$ cat src/rtl/slave_internal_response_rd_arbiter.sv
// Round-robin merge of internal AXI read-response sources into one R stream.
// A source keeps the grant for a whole burst; a one-entry output register absorbs backpressure.
module slave_internal_response_rd_arbiter #(
   parameter int NUM_SRC    = 2,
   parameter int ID_WIDTH   = 8,
   parameter int RESP_WIDTH = 2,
   parameter int SRC_W      = $clog2(NUM_SRC)
) (
   input  logic                             ACLK,
   input  logic                             ARESET,
   input  logic [NUM_SRC-1:0]               in_rvalid,
   input  logic [NUM_SRC*RESP_WIDTH-1:0]    in_rresp,
   input  logic [NUM_SRC*ID_WIDTH-1:0]      in_rid,
   input  logic [NUM_SRC-1:0]               in_rlast,
   output logic [NUM_SRC-1:0]               in_rready,
   output logic                             out_rvalid,
   output logic [RESP_WIDTH-1:0]            out_rresp,
   output logic [ID_WIDTH-1:0]              out_rid,
   output logic                             out_rlast,
   output logic [SRC_W-1:0]                 out_src,
   input  logic                             out_rready,
   output logic                             dbg_locked,
   output logic [SRC_W-1:0]                 dbg_rr_ptr
);

   // Handshake: a beat moves on any edge where valid and ready are both high;
   // valid may not drop or change payload until that happens, and ready never
   // looks at the same source's valid in a way that forms a loop.
   typedef enum logic {ST_IDLE, ST_LOCKED} state_t;

   state_t                 state_q, state_d;
   logic [SRC_W-1:0]       rr_ptr_q, rr_ptr_d;
   logic [SRC_W-1:0]       lock_idx_q, lock_idx_d;
   logic                   out_rvalid_q, out_rvalid_d;
   logic [RESP_WIDTH-1:0]  out_rresp_q, out_rresp_d;
   logic [ID_WIDTH-1:0]    out_rid_q, out_rid_d;
   logic                   out_rlast_q, out_rlast_d;
   logic [SRC_W-1:0]       out_src_q, out_src_d;

   logic [SRC_W-1:0]       grant;
   logic [SRC_W-1:0]       cand;
   logic                   grant_vld;
   logic                   load;
   logic                   accept;

   assign load = !out_rvalid_q || out_rready;

   // Reverse scan so the candidate nearest rr_ptr_q is the one left standing.
   always_comb begin
      grant     = lock_idx_q;
      grant_vld = 1'b0;
      cand      = '0;
      if (state_q == ST_LOCKED) begin
         grant     = lock_idx_q;
         grant_vld = 1'b1;
      end else begin
         for (int k = NUM_SRC - 1; k >= 0; k--) begin
            cand = SRC_W'((int'(rr_ptr_q) + k) % NUM_SRC);
            if (in_rvalid[cand]) begin
               grant     = cand;
               grant_vld = 1'b1;
            end
         end
      end
   end

   always_comb begin
      in_rready = '0;
      if (!ARESET && grant_vld) begin
         in_rready[grant] = load;
      end
   end

   assign accept = !ARESET && grant_vld && load && in_rvalid[grant];

   always_comb begin
      state_d      = state_q;
      rr_ptr_d     = rr_ptr_q;
      lock_idx_d   = lock_idx_q;
      out_rvalid_d = out_rvalid_q;
      out_rresp_d  = out_rresp_q;
      out_rid_d    = out_rid_q;
      out_rlast_d  = out_rlast_q;
      out_src_d    = out_src_q;
      if (accept) begin
         out_rvalid_d = 1'b1;
         out_rresp_d  = in_rresp[int'(grant)*RESP_WIDTH +: RESP_WIDTH];
         out_rid_d    = in_rid[int'(grant)*ID_WIDTH +: ID_WIDTH];
         out_rlast_d  = in_rlast[grant];
         out_src_d    = grant;
         if (in_rlast[grant]) begin
            state_d  = ST_IDLE;
            rr_ptr_d = (grant == SRC_W'(NUM_SRC - 1)) ? '0 : grant + SRC_W'(1);
         end else begin
            state_d    = ST_LOCKED;
            lock_idx_d = grant;
         end
      end else if (out_rready) begin
         out_rvalid_d = 1'b0;
      end
   end

   always_ff @(posedge ACLK) begin
      if (ARESET) begin
         state_q      <= ST_IDLE;
         rr_ptr_q     <= '0;
         lock_idx_q   <= '0;
         out_rvalid_q <= 1'b0;
         out_rresp_q  <= '0;
         out_rid_q    <= '0;
         out_rlast_q  <= 1'b0;
         out_src_q    <= '0;
      end else begin
         state_q      <= state_d;
         rr_ptr_q     <= rr_ptr_d;
         lock_idx_q   <= lock_idx_d;
         out_rvalid_q <= out_rvalid_d;
         out_rresp_q  <= out_rresp_d;
         out_rid_q    <= out_rid_d;
         out_rlast_q  <= out_rlast_d;
         out_src_q    <= out_src_d;
      end
   end

   assign out_rvalid = out_rvalid_q;
   assign out_rresp  = out_rresp_q;
   assign out_rid    = out_rid_q;
   assign out_rlast  = out_rlast_q;
   assign out_src    = out_src_q;
   assign dbg_locked = (state_q == ST_LOCKED);
   assign dbg_rr_ptr = rr_ptr_q;

endmodule
$ cat config.mk
export PLATFORM = sky130hd
export DESIGN_NAME = slave_internal_response_rd_arbiter
export DESIGN_NICKNAME = d
export VERILOG_FILES = /design/src/rtl/slave_internal_response_rd_arbiter.sv
export SDC_FILE = /design/constraint.sdc
export NUM_CORES = 1
export LEC_CHECK = 0
export CORE_MARGIN = 5
export CORE_UTILIZATION = 44
export CTS_CLUSTER_SIZE = 25
export DETAILED_ROUTE_END_ITERATION = 6
export PLACE_DENSITY = 0.86
export SLEW_MARGIN = 15
export SYNTH_ARGS = -nofsm -noshare
export SYNTH_HDL_FRONTEND = slang
export SYNTH_SLANG_ARGS = --single-unit
export TNS_END_PERCENT = 50
$ cat constraint.sdc
create_clock -name ACLK -period 4.35 [get_ports ACLK]
set_input_delay 0.435 -clock ACLK [delete_from_list [all_inputs] [get_ports ACLK]]
set_output_delay 0.435 -clock ACLK [all_outputs]
set_load 0.03 [all_outputs]
== Word level (Yosys, flattened, before mapping) ==
Cells that the tools add are included.

* Bits in registers: 16
* Input bits: 27
* Output and inout bits: 17
* Word-level logic and storage cells: 49

* Add/subtract/negate cells: 2
* Magnitude comparators: 4
* Shift operators: 2
* Muxes and demuxes: 21
* Bitwise gates (word level): 2
* Reduce and logical (&&, ||, !) cells: 10

{| class="wikitable"
|+ Operator list
! kind !! count
|-
| 2-to-1 mux 1 bit || 19
|-
| indexed part select 16 x 5 -> 8 bit || 1
|-
| < comparator 1 x 2 -> 1 bit, second input constant || 3
|-
| logical AND 1 bit || 4
|-
| AND reduction 2 bit || 2
|-
| indexed part select 4 x 3 -> 2 bit || 1
|-
| adder 1 bit, second input constant || 2
|-
| bitwise AND 2 bit || 1
|-
| zero test 1 bit || 2
|-
| 2-to-1 mux 2 bit || 1
|-
| nonzero test 2 bit || 1
|-
| demux 1 bit (select 1 bit) || 1
|-
| greater-or-equal comparator 1 bit, second input constant || 1
|-
| logical OR 1 bit || 1
|-
| inverter 1 bit || 1
|}

== Longest topological paths before layout ==
Gate-level depths: netlist of run 1.

* Depth in word-level cells: 12
* Depth in mapped cells: 5
* Depth with buffers taken out: 4

== Worst setup path after synthesis of run 1 ==
No wires, ideal clock.

* Kind: reg-to-output
* Start point: register state_q, in the netlist dbg_locked
* End point: output in_rready[0]
* Arrival time: 1645 ps
* Required time: 3915 ps
* Setup slack: 2270 ps
* Cell stages (with the launch flop): 5
* Buffers on the path: 1
* Path through: dfxtp_1 -> and2b_2 -> o2bb2ai_4 -> buf_2 -> o311a_1

* Word-level cells in the longest chain between the ends: 7
* Elaborated cells on any way between the ends: 10
* Those cells by class: order compare (2); mux (5); bitwise (1); reduce/logical (2)

{| class="wikitable"
|+ Ends and longest elaborated chain
! what !! RTL line !! text
|-
| start: declaration || 31 || <nowiki>state_t state_q, state_d;</nowiki>
|-
| start signal: assignment || 114 || <nowiki>state_q <= state_d;</nowiki>
|-
| 2-to-1 mux 1 bit || 53 || <nowiki>if (state_q == ST_LOCKED) begin</nowiki>
|-
| < comparator 1 x 2 -> 1 bit (not written as such) / greater-or-equal comparator 1 bit (equally long branches) || 70 || <nowiki>in_rready[grant] = load;</nowiki>
|-
| logical AND 1 bit (not written as such) || 70 ||
|-
| 2-to-1 mux 1 bit (not written as such) || 70 ||
|-
| demux 1 bit (select 1 bit) || 70 ||
|-
| bitwise AND 2 bit (no source line) || - ||
|-
| 2-to-1 mux 2 bit * || 69 || <nowiki>if (!ARESET && grant_vld) begin</nowiki>
|-
| end: declaration || 15 || <nowiki>output logic [NUM_SRC-1:0] in_rready,</nowiki>
|}

Mark *: on every way between the ends. The rest lies on a longest branch, timed or not.

== Final worst setup path of run 1 ==
* Start point: input in_rvalid[1]
* End point: output in_rready[1]

* Word-level cells in the longest chain between the ends: 11
* Elaborated cells on any way between the ends: 18
* Those cells by class: order compare (2); mux (13); bitwise (1); reduce/logical (2)

{| class="wikitable"
|+ Ends and longest elaborated chain
! what !! RTL line !! text
|-
| start: declaration || 11 || <nowiki>input logic [NUM_SRC-1:0] in_rvalid,</nowiki>
|-
| 2-to-1 mux 1 bit (not written as such) (2 in series) || 59 || <nowiki>if (in_rvalid[cand]) begin</nowiki>
|-
| 2-to-1 mux 1 bit (2 in series) || 59 ||
|-
| 2-to-1 mux 1 bit || 53 ||
|-
| < comparator 1 x 2 -> 1 bit (not written as such) / greater-or-equal comparator 1 bit (equally long branches) || 70 ||
|-
| logical AND 1 bit (not written as such) || 70 ||
|-
| 2-to-1 mux 1 bit (not written as such) || 70 ||
|-
| demux 1 bit (select 1 bit) || 70 ||
|-
| bitwise AND 2 bit (no source line) || - ||
|-
| 2-to-1 mux 2 bit * || 69 ||
|}

Mark *: on every way between the ends. The rest lies on a longest branch, timed or not. The select of a mux whose other input is x is not followed.

==> results of run 1 <==
cell type report:
class / instances / area (um2)
multi-input cells: 61 / 589
fillers: 198 / 719
repair buffers: 44 / 438
well taps: 28 / 35.0
inverters: 12 / 45.0
flip-flops and latches: 16 / 320
clock buffers: 3 / 22.5
placed cells by master (no fill, tap or decap):
master and n:
sky130_fd_sc_hd__clkdlybuf4s50_1 43, sky130_fd_sc_hd__nor3_1 22, sky130_fd_sc_hd__dfxtp_1 16, sky130_fd_sc_hd__inv_1 12
sky130_fd_sc_hd__a2111oi_4 9, sky130_fd_sc_hd__nor2b_1 4, sky130_fd_sc_hd__nand2_1 3, sky130_fd_sc_hd__nand3_1 3
sky130_fd_sc_hd__a21oi_1 3, sky130_fd_sc_hd__clkbuf_4 3, sky130_fd_sc_hd__o311a_1 2, sky130_fd_sc_hd__o21ai_0 2
sky130_fd_sc_hd__a2111oi_0 2, sky130_fd_sc_hd__and2b_2 1, sky130_fd_sc_hd__o2bb2ai_4 1, sky130_fd_sc_hd__nand2b_1 1
sky130_fd_sc_hd__a2bb2oi_2 1, sky130_fd_sc_hd__mux2_4 1, sky130_fd_sc_hd__nor2_1 1, sky130_fd_sc_hd__and2_1 1
sky130_fd_sc_hd__a31oi_1 1, sky130_fd_sc_hd__o21a_1 1, sky130_fd_sc_hd__mux2i_1 1, sky130_fd_sc_hd__o221a_2 1
sky130_fd_sc_hd__buf_4 1
worst paths after layout:
kind,cells after the start,endpoint
worst max-delay path,5,in_rready[1]
worst min-delay path,2,out_rresp[1]$_SDFFE_PP0P_
worst max register to register,4,out_rid[7]$_SDFFE_PP0P_
worst min register to register,2,out_rresp[1]$_SDFFE_PP0P_
power breakdown:
group | internal (mW) | switching, mW
Clock | 0.0323 | 0.0489
Combinational | 0.0752 | 0.0837
Sequential | 0.159 | 0.00804
kinds of logic after synthesis:
family	Yosys count	synth area share
buffers and inverters	18	0.0786
flip-flops	16	0.324
multiplexers	2	0.0253
AO/OA/AOI/OAI	23	0.383
AND/OR/NAND/NOR	36	0.189
through the flow:
step	instances	hold WS [ns]	worst slack (ns)
after floorplan	95	0.499	2.27
after global placement	161	0.461	1.32
after detailed placement	161	0.471	1.29
after CTS	164	0.484	1.29
after global routing	164	0.535	1.19
final	164	0.481	1.28
critical path, delay by kind of cell:
family	cells	cell delay, ns
buffers and inverters	2	1.23
AOI/OAI and AO/OA	2	0.75
and+or+nand+nor	1	0.22
layer usage:
layer  wire, um  global-route usage  up-vias
met2       1300               0.273       31
met4         58              0.0960        0
met1       1030               0.183      416
li1           -                   -      434
met5          0                   0        -
met3        164              0.0339        5
state kept, by name, summed over array words and instances (netlist names):
signal      count
out_rresp       2
out_src         1
out_rid         8
out_rlast       1
out_rvalid      1
dbg_locked      1
lock_idx_q      1
dbg_rr_ptr      1
==> impl_metrics.toml, run 1 <==
[power]
static-leakage-power_nw = 0.460
report.power.total_mw = 0.407
pwr_density_cell_nw_per_um2 = 281
max-vdd-ir-drop_v = 0.000204

[synth]
syn_inst = 95
synth_top_area_cell = "sky130_fd_sc_hd__dfxtp_1"
mean_instance_size_in_the_synthesized_netlist_um2 = 10.4
mappedNetlistNets = 122
synth_warnings = 0
synthArstFlopShare = 0
synth-edff-count = 0
distinct_cell_type_count_of_the_synthesized_netlist = 25
fraction_of_synthesized_cell_area_taken_by_the_top_area_cell_type = 0.324
post-synth-top-count-cell = "sky130_fd_sc_hd__nor3_1"
synth_commonest_cells = "22 x sky130_fd_sc_hd__nor3_1, 16 x sky130_fd_sc_hd__dfxtp_1, 12 x sky130_fd_sc_hd__inv_1"
netlist_area_um2 = 987
seq_area_frac_synth = 0.324
synthFlopType = "sky130_fd_sc_hd__dfxtp_1"
ys_seq_elements = 16
netlist_top_cells_area = "sky130_fd_sc_hd__dfxtp_1 32%, sky130_fd_sc_hd__a2111oi_4 25%, sky130_fd_sc_hd__nor3_1 11%"

[timing]
rsz0062_at_grt = "no"
timing.final.crit_share = 0.705
hold_viol = 0
sum_neg_setup_slack_ns = 0
maxClockFrequency_mhz = 326
relSlewSlack = 0.601
fin_skew_ns = 0.00193
post-route-min-period_ns = 3.07
maxSlewViolCount = 0
report.final.setup_viol = 0
timing_worst_slew_pin_value_ns = 0.598

[floorplan]
design.die.area_um2 = 3290
fp.dieH_um = 57.4
fp.coreArea_um2 = 2170
ioPinCount = 44
floorplan.initialDensity = 0.455
fp.dieW_um = 57.4
num_rows = 17

[global_route]
first_global_vias = 902
grt_overflow_total = 0
grt_usage = 0.161
grt_start_max_net_pins = 19
antenna_found_initial = 0
grt_pass1_wl_um = 4070

[clocking]
cts.root.buffer_cell = "sky130_fd_sc_hd__clkbuf_4"
post-cts-setup-buffer-count = 0
cts_inserted_buffers = 3
cts-resized-gates = 0
cts_sinks = 16
clk_path_buf_depth = 2
cts_hold_buffers = 0
h-tree-depth = 1
cts_tree = "done"
worst_skew_pair_later_pin_latency_ns = 0.29
path_clk_slew_ns = 0.09

[setup_path]
cells_along_the_critical_path = "clkdlybuf4s50_1 > and2b_2 > a2bb2oi_2 > o311a_1 > clkdlybuf4s50_1"
timing.critical_path.from = "in_rvalid[1]"
crit_path_max_incr_delay_ns = 0.67
timing.critical_path.to_type = "primary output"
worstPathMaxFanout = 14
worst_path_max_delay_cell = "sky130_fd_sc_hd__clkdlybuf4s50_1"
cp_data_arrival_time_ns = 2.63
cpMostUsedCell = "sky130_fd_sc_hd__clkdlybuf4s50_1"
timing.rr.start = "dbg_locked$_SDFFE_PP0P_"
start_kind = "primary input"
criticalPathCategory = "in -> out"
r2r_slack_ns = 2.19
cp_data_required_time_ns = 3.91

[routing]
totalWireLength_um = 2550
vias_per_cell = 5.40
wire_per_inst_um = 15.5
route.vias.total = 886
drt-initial-drc-count = 23
detail-route-antenna-nets = 0
remaining_drc_errors = 0
1st_pass_router_iterations = 4

[placement]
placed_cell_area_um2 = 1430
dpl.hpwl_um = 1930
finalWeightedCongestion = 0.871
numPortBuffers = 43

[layout]
syn_to_final_growth_pct = 46.9
share_of_cells_above_drive_strength_1 = 0.132
num_antenna_cells = 0
post_route_utilization = 0.668
layout.nets = 165
layout.cell_area.non_filler_um2 = 1450

[hold_path]
worstHoldPathType = "reg -> reg"
hold_path_origin = "out_rresp[1]$_SDFFE_PP0P_"

[flow_run]
cap_viol_max_count = 0

[run_status]
status = "finished, final reports clean"
No activity file was read; power rests on OpenSTA's default activity.
==> inputs of run 2 (changes only) <==
--- a/config.mk
+++ b/config.mk
@@ -6,10 +6,10 @@
 export NUM_CORES = 1
 export LEC_CHECK = 0
 export CORE_MARGIN = 5
-export CORE_UTILIZATION = 44
+export CORE_UTILIZATION = 41
 export CTS_CLUSTER_SIZE = 25
 export DETAILED_ROUTE_END_ITERATION = 6
-export PLACE_DENSITY = 0.86
+export PLACE_DENSITY = 0.81
 export SLEW_MARGIN = 15
 export SYNTH_ARGS = -nofsm -noshare
 export SYNTH_HDL_FRONTEND = slang
==> constraint.sdc (replaced) <==
create_clock -name ACLK -period 2.9 [get_ports ACLK]
set_input_delay 0.29 -clock ACLK [delete_from_list [all_inputs] [get_ports ACLK]]
set_output_delay 0.29 -clock ACLK [all_outputs]
set_load 0.03 [all_outputs]
==> impl_metrics.toml, run 2 (synthesis results as in run 1) <==
[layout]
layout_common_cells = "43 x sky130_fd_sc_hd__clkdlybuf4s50_1, 22 x sky130_fd_sc_hd__nor3_1, 16 x sky130_fd_sc_hd__dfxtp_1"
layout.nets = 170
syn_to_final_growth_pct = 52.1
most_frequent_standard_cell_in_the_layout_excluding_fill_and_tap_cells = "sky130_fd_sc_hd__clkdlybuf4s50_1"
num_antenna_cells = 0
post_route_utilization = 0.666
largest_register_ff_count = 8
share_of_cells_above_drive_strength_1 = 0.169
layout.cell_area.non_filler_um2 = 1500
post_layout_nonfiller_instances = 170

[power]
max-vdd-ir-drop_v = 0.000243
report.power.total_mw = 0.653
pwr_density_cell_nw_per_um2 = 435
static-leakage-power_nw = 0.491

[global_route]
antenna_found_initial = 0
grt_overflow_total = 0
grt_start_max_net_pins = 18
grt_pass1_wl_um = 4610
grt_usage = 0.172
first_global_vias = 929

[routing]
remaining_drc_errors = 0
1st_pass_router_iterations = 4
route.vias.total = 912
detail-route-antenna-nets = 0
vias_per_cell = 5.36
totalWireLength_um = 2780
drt-initial-drc-count = 11
wire_per_inst_um = 16.3

[timing]
report.final.setup_viol = 0
sum_neg_setup_slack_ns = 0
timing_worst_slew_pin_value_ns = 0.336
postLayoutSetupSlackWorst_ns = 0.458
hold_viol = 0
rsz0062_at_grt = "no"
fin_skew_ns = 0.00790
maxSlewViolCount = 0
timing.final.crit_share = 0.842
post-route-min-period_ns = 2.44
final.hold.worst_slack_ns = 0.480
relSlewSlack = 0.770
maxClockFrequency_mhz = 410

[clocking]
path_clk_slew_ns = 0.10
cts_tree = "done"
cts_inserted_buffers = 3
h-tree-depth = 1
worst_skew_pair_later_pin_latency_ns = 0.29
clk_path_buf_depth = 2
cts-resized-gates = 0
cts_sinks = 16
cts.root.buffer_cell = "sky130_fd_sc_hd__clkbuf_4"
cts_hold_buffers = 0
post-cts-setup-buffer-count = 0

[floorplan]
num_rows = 17
fp.coreArea_um2 = 2250
floorplan.initialDensity = 0.438
fp.dieH_um = 59.1
fp.dieW_um = 59.1
design.die.area_um2 = 3490
ioPinCount = 44

[setup_path]
worstPathMaxFanout = 4
cells_along_the_critical_path = "clkdlybuf4s50_1 > nor2b_1 > o2bb2ai_4 > o311a_1 > clkdlybuf4s50_1"
cp_data_arrival_time_ns = 2.15
cp_data_required_time_ns = 2.61
cpMostUsedCell = "sky130_fd_sc_hd__clkdlybuf4s50_1"
timing.critical_path.to_type = "primary output"
crit_path_max_incr_delay_ns = 0.67
criticalPathCategory = "in -> out"
worst_path_max_delay_cell = "sky130_fd_sc_hd__clkdlybuf4s50_1"
start_kind = "primary input"

[hold_path]
worstHoldPathType = "reg -> reg"

[placement]
dp.cells = 166
placement.setup.worst_slack_ns = 0.355
dpl.hpwl_um = 2120
placed_cell_area_um2 = 1470
finalWeightedCongestion = 0.761
numPortBuffers = 43

[run_status]
status = "finished, final reports clean"

[flow_run]
cap_viol_max_count = 0
==> run 2: cell count changes in the layout (fill, tap and decap cells not counted), sizes merged <==
cell and change:
buf +5, clkbuf +1
==> run 2: layout make-up <==
type / count / area, um2
Fill cell: 195 / 753
Multi-Input combinational cell: 61 / 589
Timing Repair Buffer: 49 / 475
Sequential cell: 16 / 320
Inverter: 12 / 45.0
Clock buffer: 4 / 36.3
Tap cell: 28 / 35.0
==> run 2: metal layers <==
| metal | vias up | part of all wire | routed length, um | GRT usage |
|---|---|---|---|---|
| met4 | 0 | 0.014 | 38 | 0.0583 |
| met5 | - | 0 | 0 | 0 |
| li1 | 447 | - | - | - |
| met1 | 433 | 0.41 | 1150 | 0.218 |
| met2 | 28 | 0.50 | 1400 | 0.279 |
| met3 | 4 | 0.068 | 188 | 0.0479 |
==> run 2: report_power, final <==
part	total (mW)	internal, mW	switching, mW
registers	0.250	0.239	0.0115
logic	0.249	0.120	0.130
clock network	0.153	0.0765	0.0770
total	0.653	0.435	0.218
==> run 2: critical path: cells and delay by family <==
kind | cells | cell delay [ns]
buffers and inverters | 2 | 1.21
AOI/OAI and AO/OA | 2 | 0.34
and+or+nand+nor | 1 | 0.31
==> run 2: worst paths after layout <==
kind | from | endpoint | slack, ns | cells after the start
worst min-delay path | out_rresp[1]$_SDFFE_PP0P_ | out_rresp[1]$_SDFFE_PP0P_ | 0.48 | 2
worst max-delay path | in_rvalid[0] | in_rready[0] | 0.46 | 5
worst max register to register | dbg_locked$_SDFFE_PP0P_ | out_rid[7]$_SDFFE_PP0P_ | 0.80 | 5
worst min register to register | out_rresp[1]$_SDFFE_PP0P_ | out_rresp[1]$_SDFFE_PP0P_ | 0.48 | 2
==> inputs of run 3 (changes only) <==
==> constraint.sdc (replaced) <==
create_clock -name ACLK -period 2.3 [get_ports ACLK]
set_input_delay 0.23 -clock ACLK [delete_from_list [all_inputs] [get_ports ACLK]]
set_output_delay 0.23 -clock ACLK [all_outputs]
set_load 0.03 [all_outputs]
==> impl_metrics.toml, run 3 (synthesis results as in run 1) <==
[run_status]
status = "finished, final reports clean"

[timing]
report.final.setup_viol = 0
timing_worst_slew_pin_value_ns = 0.363
maxSlewViolCount = 0
relSlewSlack = 0.752
final.hold.worst_slack_ns = 0.487
hold_viol = 0
maxClockFrequency_mhz = 475
post-route-min-period_ns = 2.10
rsz0062_at_grt = "no"
fin_skew_ns = 0.00132
timing.final.crit_share = 0.915

[power]
max-vdd-ir-drop_v = 0.000374
static-leakage-power_nw = 0.494
netSwitchingPower_mw = 0.278
intPower_mw = 0.548
swShare = 0.336
pwr_density_cell_nw_per_um2 = 551
seq_power_share = 0.383
p_comb_frac = 0.379
power_frac_clock = 0.237
report.power.total_mw = 0.825

[global_route]
antenna_found_initial = 0
grt_start_max_net_pins = 18
grt_overflow_total = 0
grt_pass1_wl_um = 4400
first_global_vias = 937
grt_usage = 0.164

[flow_run]
cap_viol_max_count = 0

[floorplan]
fp.dieH_um = 59.1
fp.dieW_um = 59.1
fp.coreArea_um2 = 2250
ioPinCount = 44
num_rows = 17
design.die.area_um2 = 3490
floorplan.initialDensity = 0.438

[layout]
layout.nets = 170
syn_to_final_growth_pct = 51.6
share_of_cells_above_drive_strength_1 = 0.183
num_antenna_cells = 0
largest_register_ff_count = 8
layout_common_cells = "41 x sky130_fd_sc_hd__clkdlybuf4s50_1, 22 x sky130_fd_sc_hd__nor3_1, 16 x sky130_fd_sc_hd__dfxtp_1"
nFillCells = 193
most_frequent_standard_cell_in_the_layout_excluding_fill_and_tap_cells = "sky130_fd_sc_hd__clkdlybuf4s50_1"

[hold_path]
worstHoldPathType = "reg -> reg"
hold_path_origin = "out_rid[7]$_SDFFE_PP0P_"
timing.hold.worst_endpoint = "out_rid[7]$_SDFFE_PP0P_"
holdPathStages = 2

[clocking]
cts.root.buffer_cell = "sky130_fd_sc_hd__clkbuf_4"
cts_hold_buffers = 0
path_clk_slew_ns = 0.10
cts_tree = "done"
post-cts-setup-buffer-count = 0
cts_inserted_buffers = 3
worst_skew_pair_later_pin_latency_ns = 0.30
cts_sinks = 16
cts-resized-gates = 0
clk_path_buf_depth = 2
h-tree-depth = 1

[routing]
totalWireLength_um = 2780
route.vias.total = 933
detail-route-antenna-nets = 0
1st_pass_router_iterations = 4
vias_per_cell = 5.49
remaining_drc_errors = 0
wire_per_inst_um = 16.4
drt-initial-drc-count = 9

[setup_path]
cp_data_arrival_time_ns = 1.87
worst_r2r_path_depth = 4
timing.critical_path.to_type = "primary output"
timing.critical_path.from = "in_rvalid[0]"
cp_data_required_time_ns = 2.07
criticalPathCategory = "in -> out"
worstPathMaxFanout = 17
reg2reg_to = "out_rresp[1]$_SDFFE_PP0P_"
timing.rr.start = "dbg_locked$_SDFFE_PP0P_"
r2r_slack_ns = 0.41
start_kind = "primary input"

[placement]
numPortBuffers = 43
dpl.hpwl_um = 2070
finalWeightedCongestion = 0.776
## run 3: cell count changes in the layout (fill, tap and decap cells not counted), sizes merged
cell / delta
clkdlybuf4s50: -2
buf: +2
## run 3: metrics by stage
stage | utilization | area (um2) | cells | setup slack [ns] | TNS, ns
floorplan | - | 987 | 95 | 0.321 | 0
global placement | 0.648 | 1460 | 166 | 0.182 | 0
detailed placement | 0.648 | 1460 | 166 | -0.0276 | -0.0276
CTS | 0.664 | 1500 | 170 | 0.181 | 0
global route | 0.664 | 1500 | 170 | 0.102 | 0
finish | 0.664 | 1500 | 170 | 0.197 | 0
## run 3: worst max-delay path, cell delays in order
cell and delay [ns]:
sky130_fd_sc_hd__clkdlybuf4s50_1 0.51, sky130_fd_sc_hd__nor2b_1 0.34, sky130_fd_sc_hd__o2bb2ai_4 0.17, sky130_fd_sc_hd__buf_4 0.25, sky130_fd_sc_hd__o311a_1 0.21, sky130_fd_sc_hd__buf_4 0.16
## run 3: worst max path at each step
stage	end	slack [ns]	cells past startpoint
3_3_place_gp	out_rresp[1]$_SDFFE_PP0P_	0.18	5
2_1_floorplan	dbg_locked$_SDFFE_PP0P_	0.32	5
5_1_grt	in_rready[0]	0.10	6
6_report	in_rready[0]	0.20	6
4_1_cts	in_rready[0]	0.18	6
3_5_place_dp	out_rresp[1]$_SDFFE_PP0P_	-0.03	5
## run 3: layer usage
metal,vias up,wire (um),GRT usage
met5,-,0,0
met4,0,53,0.0680
met3,5,165,0.0327
met2,34,1350,0.273
met1,446,1210,0.204
li1,448,-,-
## run 3: power groups by stage
| stage | Clock, mW | Combinational [mW] | Sequential (mW) |
|---|---|---|---|
| detailed placement | 0 | 0.313 | 0.322 |
| CTS | 0.199 | 0.315 | 0.316 |
| finish | 0.196 | 0.313 | 0.316 |
| global placement | 0 | 0.309 | 0.321 |
| floorplan | 0 | 0.139 | 0.368 |
| global route | 0.206 | 0.331 | 0.319 |
## run 3: cell type report
| cell class | instances | area [um2] | share of cell area |
|---|---|---|---|
| repair buffers | 49 | 470 | 0.314 |
| multi-input cells | 61 | 589 | 0.394 |
| well taps | 28 | 35.0 | 0.0234 |
| clock buffers | 4 | 36.3 | 0.0242 |
| inverters | 12 | 45.0 | 0.0301 |
| flip-flops and latches | 16 | 320 | 0.214 |
